**src/rtl/pipe_adder.sv**
```systemverilog
// ============================================================================
//  Module      : pipe_adder
//  Description : Pipelined add/subtract unit. The carry chain is split into
//                STAGES equal segments, one register boundary per segment,
//                with a valid/ready handshake on input and output. Sum,
//                carry-out, signed overflow and zero flags come out together.
//  Revision    : 1.0 - initial release
// ============================================================================
`timescale 1ns/1ps
`default_nettype none

module pipe_adder #(
  parameter int WIDTH  = 32,
  parameter int STAGES = 2
) (
  input  logic             clk,
  input  logic             rst,
  input  logic             in_valid,
  output logic             in_ready,
  input  logic [WIDTH-1:0] a,
  input  logic [WIDTH-1:0] b,
  input  logic             cin,
  input  logic             sub,
  output logic             out_valid,
  input  logic             out_ready,
  output logic [WIDTH-1:0] sum,
  output logic             cout,
  output logic             ovf,
  output logic             zero
);

  localparam int CW   = WIDTH / STAGES;
  localparam int LAST = STAGES - 1;

  // Per-stage inputs (what the stage is about to capture) and outputs
  // (what its registers currently hold). Element k belongs to stage k.
  wire              w_adv;
  wire [STAGES-1:0] w_v_in;
  wire [STAGES-1:0] w_v_q;
  wire [STAGES-1:0] w_c_in;
  wire [STAGES-1:0] w_c_q;
  wire [STAGES-1:0] w_c_d;
  wire [STAGES-1:0][WIDTH-1:0] w_a_in;
  wire [STAGES-1:0][WIDTH-1:0] w_b_in;
  wire [STAGES-1:0][WIDTH-1:0] w_s_in;
  wire [STAGES-1:0][WIDTH-1:0] w_s_d;
  wire [STAGES-1:0][WIDTH-1:0] w_a_q;
  wire [STAGES-1:0][WIDTH-1:0] w_b_q;
  wire [STAGES-1:0][WIDTH-1:0] w_s_q;

  logic r_ovf;
  logic r_zero;

  // The whole pipeline moves as one: it only stalls when a finished result
  // is sitting at the output and the consumer is not taking it.
  assign w_adv = ~w_v_q[LAST] | out_ready;

  generate
    for (genvar k = 0; k < STAGES; k++) begin : g_stage
      // Bit positions this stage owns inside the full-width sum.
      localparam logic [WIDTH-1:0] SEG_MASK =
        ((WIDTH'(1) << CW) - WIDTH'(1)) << (k * CW);

      logic [WIDTH-1:0] r_a;
      logic [WIDTH-1:0] r_b;
      logic [WIDTH-1:0] r_s;
      logic             r_c;
      logic             r_v;
      wire  [CW:0]      w_seg;

      if (k == 0) begin : g_first
        // Operand prep at accept: subtraction is A + ~B + 1.
        assign w_v_in[k] = in_valid;
        assign w_a_in[k] = a;
        assign w_b_in[k] = sub ? ~b : b;
        assign w_c_in[k] = sub | cin;
        assign w_s_in[k] = '0;
      end else begin : g_next
        assign w_v_in[k] = w_v_q[k-1];
        assign w_a_in[k] = w_a_q[k-1];
        assign w_b_in[k] = w_b_q[k-1];
        assign w_c_in[k] = w_c_q[k-1];
        assign w_s_in[k] = w_s_q[k-1];
      end

      assign w_seg    = {1'b0, w_a_in[k][k*CW +: CW]}
                      + {1'b0, w_b_in[k][k*CW +: CW]}
                      + {{CW{1'b0}}, w_c_in[k]};
      assign w_s_d[k] = (w_s_in[k] & ~SEG_MASK)
                      | ((WIDTH'(w_seg[CW-1:0]) << (k * CW)) & SEG_MASK);
      assign w_c_d[k] = w_seg[CW];

      // Stage register: valid bit follows the flow, payload only loads for a
      // real operation so bubbles never disturb held data.
      always_ff @(posedge clk) begin
        if (rst) begin
          r_v <= 1'b0;
          r_a <= '0;
          r_b <= '0;
          r_s <= '0;
          r_c <= 1'b0;
        end else begin
          if (w_adv) begin
            r_v <= w_v_in[k];
          end
          if (w_adv && w_v_in[k]) begin
            r_a <= w_a_in[k];
            r_b <= w_b_in[k];
            r_s <= w_s_d[k];
            r_c <= w_c_d[k];
          end
        end
      end

      assign w_v_q[k] = r_v;
      assign w_a_q[k] = r_a;
      assign w_b_q[k] = r_b;
      assign w_s_q[k] = r_s;
      assign w_c_q[k] = r_c;
    end
  endgenerate

  // Flags are captured alongside the final sum segment so they are aligned
  // with the result and have no combinational path from the operands.
  always_ff @(posedge clk) begin
    if (rst) begin
      r_ovf  <= 1'b0;
      r_zero <= 1'b0;
    end else if (w_adv && w_v_in[LAST]) begin
      r_ovf  <= (w_a_in[LAST][WIDTH-1] == w_b_in[LAST][WIDTH-1])
              & (w_s_d[LAST][WIDTH-1] != w_a_in[LAST][WIDTH-1]);
      r_zero <= ~|w_s_d[LAST];
    end
  end

  // Consumed operand segments and unfinished sum segments are not needed
  // downstream; they are gathered here so the intent is explicit.
  wire w_unused;
  assign w_unused = ^{w_a_q, w_b_q, w_s_q, w_s_d, w_a_in, w_b_in};

  assign in_ready  = w_adv;
  assign out_valid = w_v_q[LAST];
  assign sum       = w_s_q[LAST];
  assign cout      = w_c_q[LAST];
  assign ovf       = r_ovf;
  assign zero      = r_zero;

endmodule

`default_nettype wire

```
**config.mk**
```make
export PLATFORM = sky130hd
export DESIGN_NAME = pipe_adder
export DESIGN_NICKNAME = d
export VERILOG_FILES = /design/src/rtl/pipe_adder.sv
export SDC_FILE = /design/constraint.sdc
export NUM_CORES = 1
export LEC_CHECK = 0
export ABC_AREA = 0
export BUFFER_PORTS_ARGS = -buffer_cell sky130_fd_sc_hd__buf_4
export CORE_AREA = 3 3 143 145
export DETAILED_ROUTE_END_ITERATION = 8
export DIE_AREA = 0 0 146 148
export PLACE_DENSITY = 0.55
export SYNTH_ARGS = -nofsm -noshare
export SYNTH_HDL_FRONTEND = slang
export SYNTH_SLANG_ARGS = --single-unit
```
**constraint.sdc**
```tcl
create_clock -name clk -period 4.25 [get_ports clk]
set_clock_uncertainty 0.15 [all_clocks]
set_input_delay 0.85 -clock clk [delete_from_list [all_inputs] [get_ports clk]]
set_output_delay 0.85 -clock clk [all_outputs]
set_load 0.1 [all_outputs]
```
==> metrics list, run 1 <==
- Most common library cell in the layout ignoring fill and taps: buf_4
- The count of endpoints failing hold in the final timing report came to 0.
* Required @ worst endpoint: 4.33 ns
* Tmin final: 3.62 ns
- For this run, the slowest stage of the critical path takes 0.43 ns.
- Leaving out filler cells and counting taps, the final layout contains 964.
- Number of routed nets with antenna violations: 0
- The signal on the critical path passes through buf_4 -> or2_2 -> fa_1 -> fa_1 -> a21oi_1 -> o21bai_1 -> a211oi_1 -> o21ai_0 -> a31oi_1 -> a211oi_1 -> o31a_1.
- First drt pass iteration count: 4
- After synthesis, flip-flops and latches occupy 34.7% of the total area.
- Largest vdd supply drop: approximately 0.21 mV
- # H-tree levels: 3
* Status: complete, no violations
- Worst slew margin relative to its limit: between 50% and 60%
* CP bufs+invs: 1
* Area of the die: 21,600 µm²
- Signed area change from the synthesized netlist to the final layout: 26.8%
- The worst setup path is launched from an input pin.
- Footprint of the flip-flops and latches: 1720 µm²
- Filler cell count in the final layout: just over 2,000
* CTS tree: built
- After detailed routing, the average wire length per cell comes to roughly 14 µm.
* Fraction of final layout cells with drive strength greater than 1: ~21%
- The core region is 19,300 µm².
- Max-cap violations in this run came to 0.
* Global-route wire length before repair: 22.2 mm
* Pwr dens: 386 nW/µm²
- Share of the synthesized area in the top cell type: 34.7%
- Number of setup buffers added after CTS: 0
* Slowest-stage cell, CP: fa_1
- Number of buffers inserted during clock tree synthesis: 9
* Die X: 146 µm
* Detailed placer's ending HPWL: 10.7 mm
- The number of antenna diodes in the final layout is 0.
- In the layout the commonest cells are buf_4 (112), nand2_1 (108), dfxtp_1 (86).
- Top flip-flop cell by instance count after synthesis: dfxtp_1
- Grt ovf: 0
- No sink is reached through more buffers than the 2 on the longest clock path.
- In this run, synthesis produced a sequential element count of 86.
* Clock-pin slew reported for the worst setup and hold paths after clock tree synthesis: ~0.06 ns
- The Yosys step of the flow raised 0 warnings.
- Overall routed net length: 13.8 mm
- Capturing element type of the critical path: register
- Data arrives at the worst endpoint at 3.70 ns.
- The initial antenna violation count was 0.
- Entering global routing, the biggest net connects 52 pins.
- Setup repair after global routing left no endpoint under its margin.
- Cell leakage power: ~0.0026 µW
* Count of distinct cell types in the synthesized netlist: 63
- Maximum operating frequency: roughly 280 MHz
- Synth Net Count: 713
* Total routing usage reported by global routing: around 13%
* Setup_tns: 0 ns
- Gate count of the mapped netlist: 609
- Grouping stages by cell kind, the critical path spends the most delay in compound AO/OA/AOI/OAI gates.
- First-iteration detailed-routing DRC count: around 280
- Number of enable flip-flop cells after synthesis: 0
* Multi-input logic area: 3050 µm²
- Total DRC errors in the routed layout: 0
- For the pin with the worst max-slew slack, the measured transition is 0.665 ns.
- Number of buffers inserted for hold repair after clock tree synthesis: 0
- Classification of the worst setup path: input pin to register
* Cells taking the most area after synthesis: dfxtp_1 (35%), nand2_1 (8.2%), ha_1 (7.6%)
* Fin nets: 798
- Instance count after placement with tap cells included: 948
- The die is between 100 and 150 µm tall.
- Min-delay worst type: register to register
- Clock latency on the worst-skew pair, taken at its later pin, is ~0.34 ns.
* Cell area after synthesis: 4960 µm²
- GPL Wtd Cong: 0.815
- Final setup fails: 0
- Cell Rows: 51
- Summed over all instances, the cell type with the most area after synthesis is dfxtp_1.
* Largest driver fanout on the critical path: 18
* CTS Root Buffer Type: clkbuf_16
* Final count of pins violating max slew: 0
* Number of global-route vias before repair: around 4,200
* Number of primary I/O pins: ~110
* Vias post-DR: around 4,400
- Async SR Flop Fraction: 0%
* Resized cells post-CTS: 0
* Number of buffers inserted by port buffering: about 110
* Clock Sink Count: between 80 and 90
- Initial standard-cell utilization of the core: 25.7%
* Vias per inst: 4.58
- Average cell area after synthesis: around 8.1 µm²
- In the finished design, the share of the clock period the worst path needs comes to 85.1%.
## metrics by stage
stage	power (µW)	setup WS [ns]	hold slack, ns	utilization [%]	cell area, µm²
floorplan	1430	0.181	0.291	-	4960
global placement	1630	0.352	0.294	30.9	5980
detailed placement	1630	0.307	0.299	30.9	5980
CTS	2460	0.673	0.308	32.5	6290
global route	2560	0.423	0.324	32.5	6290
finish	2420	0.635	0.305	32.5	6290
## worst paths after layout
path	start	endpoint	slack (ns)	cells past startpoint
max	sub	g_stage[0].r_c	0.63	11
min	sum[7]	sum[7]	0.31	2
max reg2reg	g_stage[0].r_a[16]	zero	0.99	9
min reg2reg	sum[7]	sum[7]	0.31	2
## power breakdown
part / switching, µW / internal [µW] / leakage (µW)
Combinational: 433 / 260 / 0.00174
Clock: 327 / 490 / 0.000153
Sequential: 46.6 / 868 / 0.000706
Total: 807 / 1620 / 0.00260
## registers in the layout, indices dropped and copies added, names as in the netlist
register,count
sum,32
g_stage.r_a,16
g_stage.r_b,16
g_stage.r_s,16
cout,1
g_stage.r_c,1
g_stage.r_v,1
out_valid,1
ovf,1
zero,1
## synth_stat cells (9+ instances only)
cell type	instances
a211oi_1	26
a21o_1	11
a21oi_1	67
clkbuf_1	28
dfxtp_1	86
ha_1	30
inv_1	9
nand2_1	108
nand3_1	14
nor2_1	40
nor3_1	18
nor4_1	9
o21ai_0	12
xnor2_1	23
xor2_1	24
## cell type report
cell class                      instances  share of cell area [%]
Tap cell                              265                    5.27
Multi-Input combinational cell        476                    48.5
Inverter                                9                   0.537
Clock buffer                           12                    4.08
Timing Repair Buffer                  112                    13.4
Sequential cell                        86                    27.4
Clock inverter                          4                   0.836
## kinds of logic after synthesis
kind of cell / count (synthesis) / synth area share, %
and+or+nand+nor: 229 / 21.2
AOI/OAI and AO/OA: 164 / 22.4
DFF: 86 / 34.7
xor gates and xnor gates: 47 / 8.30
buffers and inverters: 47 / 3.81
adders and majority gates: 34 / 9.18
muxes: 2 / 0.404
## worst min-delay path, cell delays in order (launching register included)
cell	delay (ns)
dfxtp_1	0.31
nand2_1	0.05
a21oi_1	0.05
## per-layer routing
| metal | part of all wire (%) | vias to the layer above | global-route usage, % |
|---|---|---|---|
| met2 | 39 | 116 | 17.1 |
| met4 | 1.6 | 0 | 4.47 |
| met3 | 4.4 | 15 | 2.64 |
| met1 | 55 | 1949 | 19.6 |
| met5 | 0 | - | 0 |
| li1 | - | 2337 | - |
No activity file was read; power rests on OpenSTA's default activity.
==> inputs of run 2 (changes only) <==
- clock period: 4.25 -> 3.05 ns (I/O delays scaled with it)
==> run 2 against run 1 <==
Net effect: clock-buffer cell count is 2 lower; cell count is 2.0% higher; register-to-register slack worse by 0.84 ns; worst hold slack worse by 0.0026 ns; non-clock buffer count is 20 higher; first-iteration DRC count is 11% higher; via count is 0.79% higher; sequential power is 39% higher; sequential share of layout area is 0.78 points lower; routed wire length is 1.8% lower; critical path depth is 2 lower; flip-flop and latch count stayed put; largest cell class unchanged.
==> metrics list, run 2 (synthesis gave the netlist of run 1 again) <==
- The flow ran to the end, and the final reports show no timing, DRC or antenna violations.
- Met2 routed wirelength: 5.53 mm (+2.9%)
- Worst hold path stage count: 2 (unchanged)
- Part of the total power dissipated in the clock network: 31.9% (-1.8 points)
- Highest metal layer with signal wires: met4
* Slew at the pin with the worst max-slew slack: 0.738 ns (+0.0729 ns)
- First-iteration detailed-routing DRC count: 315 (+11%)
* Total routing usage reported by global routing: 12.4% (-0.26 points)
- Relative to the synthesized area, the layout overhead comes to 30.6%.
- Clock Sink Count: 86 (unchanged)
* Worst setup slack for register-to-register paths: 0.15 ns (-0.84 ns)
- The die height came to 148 µm (unchanged).
- The pin count of the biggest net entering global routing was 71 (+37%).
- The post-cts hold buffer count is 0 (unchanged).
- Total DRC errors in the routed layout: 0 (unchanged)
* Depth of the most critical reg-to-reg path: 9 (unchanged)
- Most common library cell in the layout ignoring fill and taps: buf_4
- The number of maximum-capacitance constraint violations was 0 (unchanged).
* Diode insertion count for antenna repair: 0 (unchanged)
- The power after layout came to 3380 µW (+39%).
* Critical Path Source: g_stage[0].r_a[16]
- The initial core utilization is 25.7% (unchanged).
* Pwr dens: 522 nW/µm² (+35%)
- Skew-Pair Late Insertion Delay: 0.34 ns (about the same)
- # H-tree levels: 3 (unchanged)
* Number of buffers inserted by port buffering: 106 (unchanged)
- The overall via count from detail_route was 4,452 (+0.79%).
- The length of the first detailed-routing pass in iterations came to 4 (unchanged).
* Final count of pins violating max slew: 0 (unchanged)
- The maximum buffer depth of the clock tree was 2 (unchanged).
- The relative contribution of combinational cells to total power was 30.4% (+1.8 points).
- The net load switching power is 1130 µW (+40%).
- Worst slew margin relative to its limit: 50.8% (-4.8 points)
* GPL Wtd Cong: 0.854 (+4.8%)
* Routed len/inst: 13.8 µm (-3.7%)
- The width of the die was 146 µm (unchanged).
* Area of the die: 21,600 µm² (unchanged)
- STA classifies the critical path endpoint as a register.
* Source of the worst register-to-register timing path: g_stage[0].r_a[16]
- The total congestion overflow was 0 (unchanged).
- Classification of the worst setup path: register to register
* Worst hold path endpoint: sum[4]
- The count of endpoints failing hold in the final timing report is 0 (unchanged).
* DP Worst Slack: -0.139 ns (-0.446 ns)
- Clock-pin slew reported for the worst setup and hold paths after clock tree synthesis: 0.06 ns (about the same)
- Worst r2r dst: zero
* Worst Setup Slack, final: 0.150 ns (-0.485 ns)
* Tmin final: 2.90 ns
* Cell area after placement: 6160 µm² (+3.0%)
* Detailed placer's ending HPWL: 10.8 mm (+0.85%)
- The tree is rooted in a clkbuf_16.
* Cell Rows: 51 (unchanged)
- Wire length on met3: 583 µm (-3.6%)
- Number of global-route vias before repair: 4,178 (-0.85%)
- The final design instance area without fill came to 6480 µm² (+3.0%).
- In the layout the commonest cells are buf_4 (131), nand2_1 (108), dfxtp_1 (85).
- Vias per inst: 4.53 (-1.2%)
* Core area: 19,300 µm² (unchanged)
* CTS tree: built
- The initial antenna violation count came to 0 (unchanged).
* Min-delay worst type: register to register
- Final setup fails: 0 (unchanged)
- Required @ worst endpoint: 3.18 ns (-1.15 ns)
* Overall routed net length: 13.6 mm (-1.8%)
- The internal power component is 2250 µW (+39%).
- Length of routed wiring on met1: 7.35 mm (-3.8%)
- Switching share of power: 33.4% (+0.16 points)
- Maximum operating frequency: 345 MHz
- The utilization of the core after routing came to 33.5% (+0.98 points).
- In the finished design, the share of the clock period the worst path needs comes to 95.1%.
- Largest vdd supply drop: 0.219 mV (+2.9%)
* Flip-flop count of the largest register, all copies and words added: 32 (unchanged)
- Fraction of final layout cells with drive strength greater than 1: 24.2% (+3.5 points)
- Number of routed nets with antenna violations: 0 (unchanged)
- Arrival time of the worst setup path: 3.03 ns (-0.67 ns)
* Number of primary I/O pins: 107 (unchanged)
- Launch instance of the worst min-delay path: sum[4]
- Relative contribution of sequential cells to total power: 37.7% (about the same)
* Global-route wire length before repair: 21.9 mm (-1.3%)
- Cell leakage power: 0.00269 µW (+3.4%)
- Critical path startpoint category: register
* Number of buffers inserted during clock tree synthesis: 9 (unchanged)
- Fin nets: 818 (+2.5%)
- The maximum fanout count along the critical path was 3 (-15).
run 2: cell types whose count changed in the layout (fill, tap and decap cells not counted), sizes merged:
cell      previous run  this run
clkinvlp             0         2
clkbuf              12        10
clkinv               2         1
buf                112       132
run 2: metal layers:
| layer | vias up | global-route usage (%) |
|---|---|---|
| li1 | 2373 | - |
| met1 | 1979 | 18.9 |
| met2 | 91 | 17.4 |
| met3 | 9 | 3.03 |
| met4 | 0 | 3.10 |
| met5 | - | 0 |
run 2: timing repair:
action                                  CTS  global route
pin swaps                                 1             2
endpoints found under the setup margin    1             5
setup buffers                             0             1
resized for setup                         0             6
run 2: worst max path at each step:
stage	slack, ns	endpoint
after floorplan	-0.18	g_stage[0].r_c
after global placement	-0.12	g_stage[0].r_c
after detailed placement	-0.14	g_stage[0].r_s[15]
after CTS	0.02	zero
after global routing	-0.003	zero
final	0.15	zero
run 2: stage by stage:
stage	setup TNS, ns	std cells	hold WS (ns)
floorplan	-0.386	609	0.291
global placement	-0.274	967	0.294
detailed placement	-0.618	967	0.299
CTS	0	982	0.308
global route	-0.00350	983	0.323
finish	0	983	0.303
run 2: area by class of cell:
class	instances	area [µm²]
clock inverters	5	58.8
repair buffers	132	1000
clock buffers	10	229
fillers	2103	12900
well taps	265	332
inverters	9	33.8
multi-input cells	476	3100
flip-flops and latches	86	1720
run 2: power by group through the flow:
stage          registers [µW]  logic (µW)  clock network, µW
5_1_grt                  1280        1130               1150
3_3_place_gp             1300        1030                  0
3_5_place_dp             1300        1020                  0
4_1_cts                  1270        1030               1100
6_report                 1270        1030               1080
2_1_floorplan            1450         560                  0
run 2: critical path, cell delays in order, from the launching register on:
cell,delay (ns)
dfxtp_2,0.33
fa_2,0.42
fa_2,0.39
a211oi_4,0.28
nor2_1,0.09
xor2_1,0.17
or4b_1,0.54
nor4_2,0.23
nand4bb_1,0.13
o21ai_1,0.12
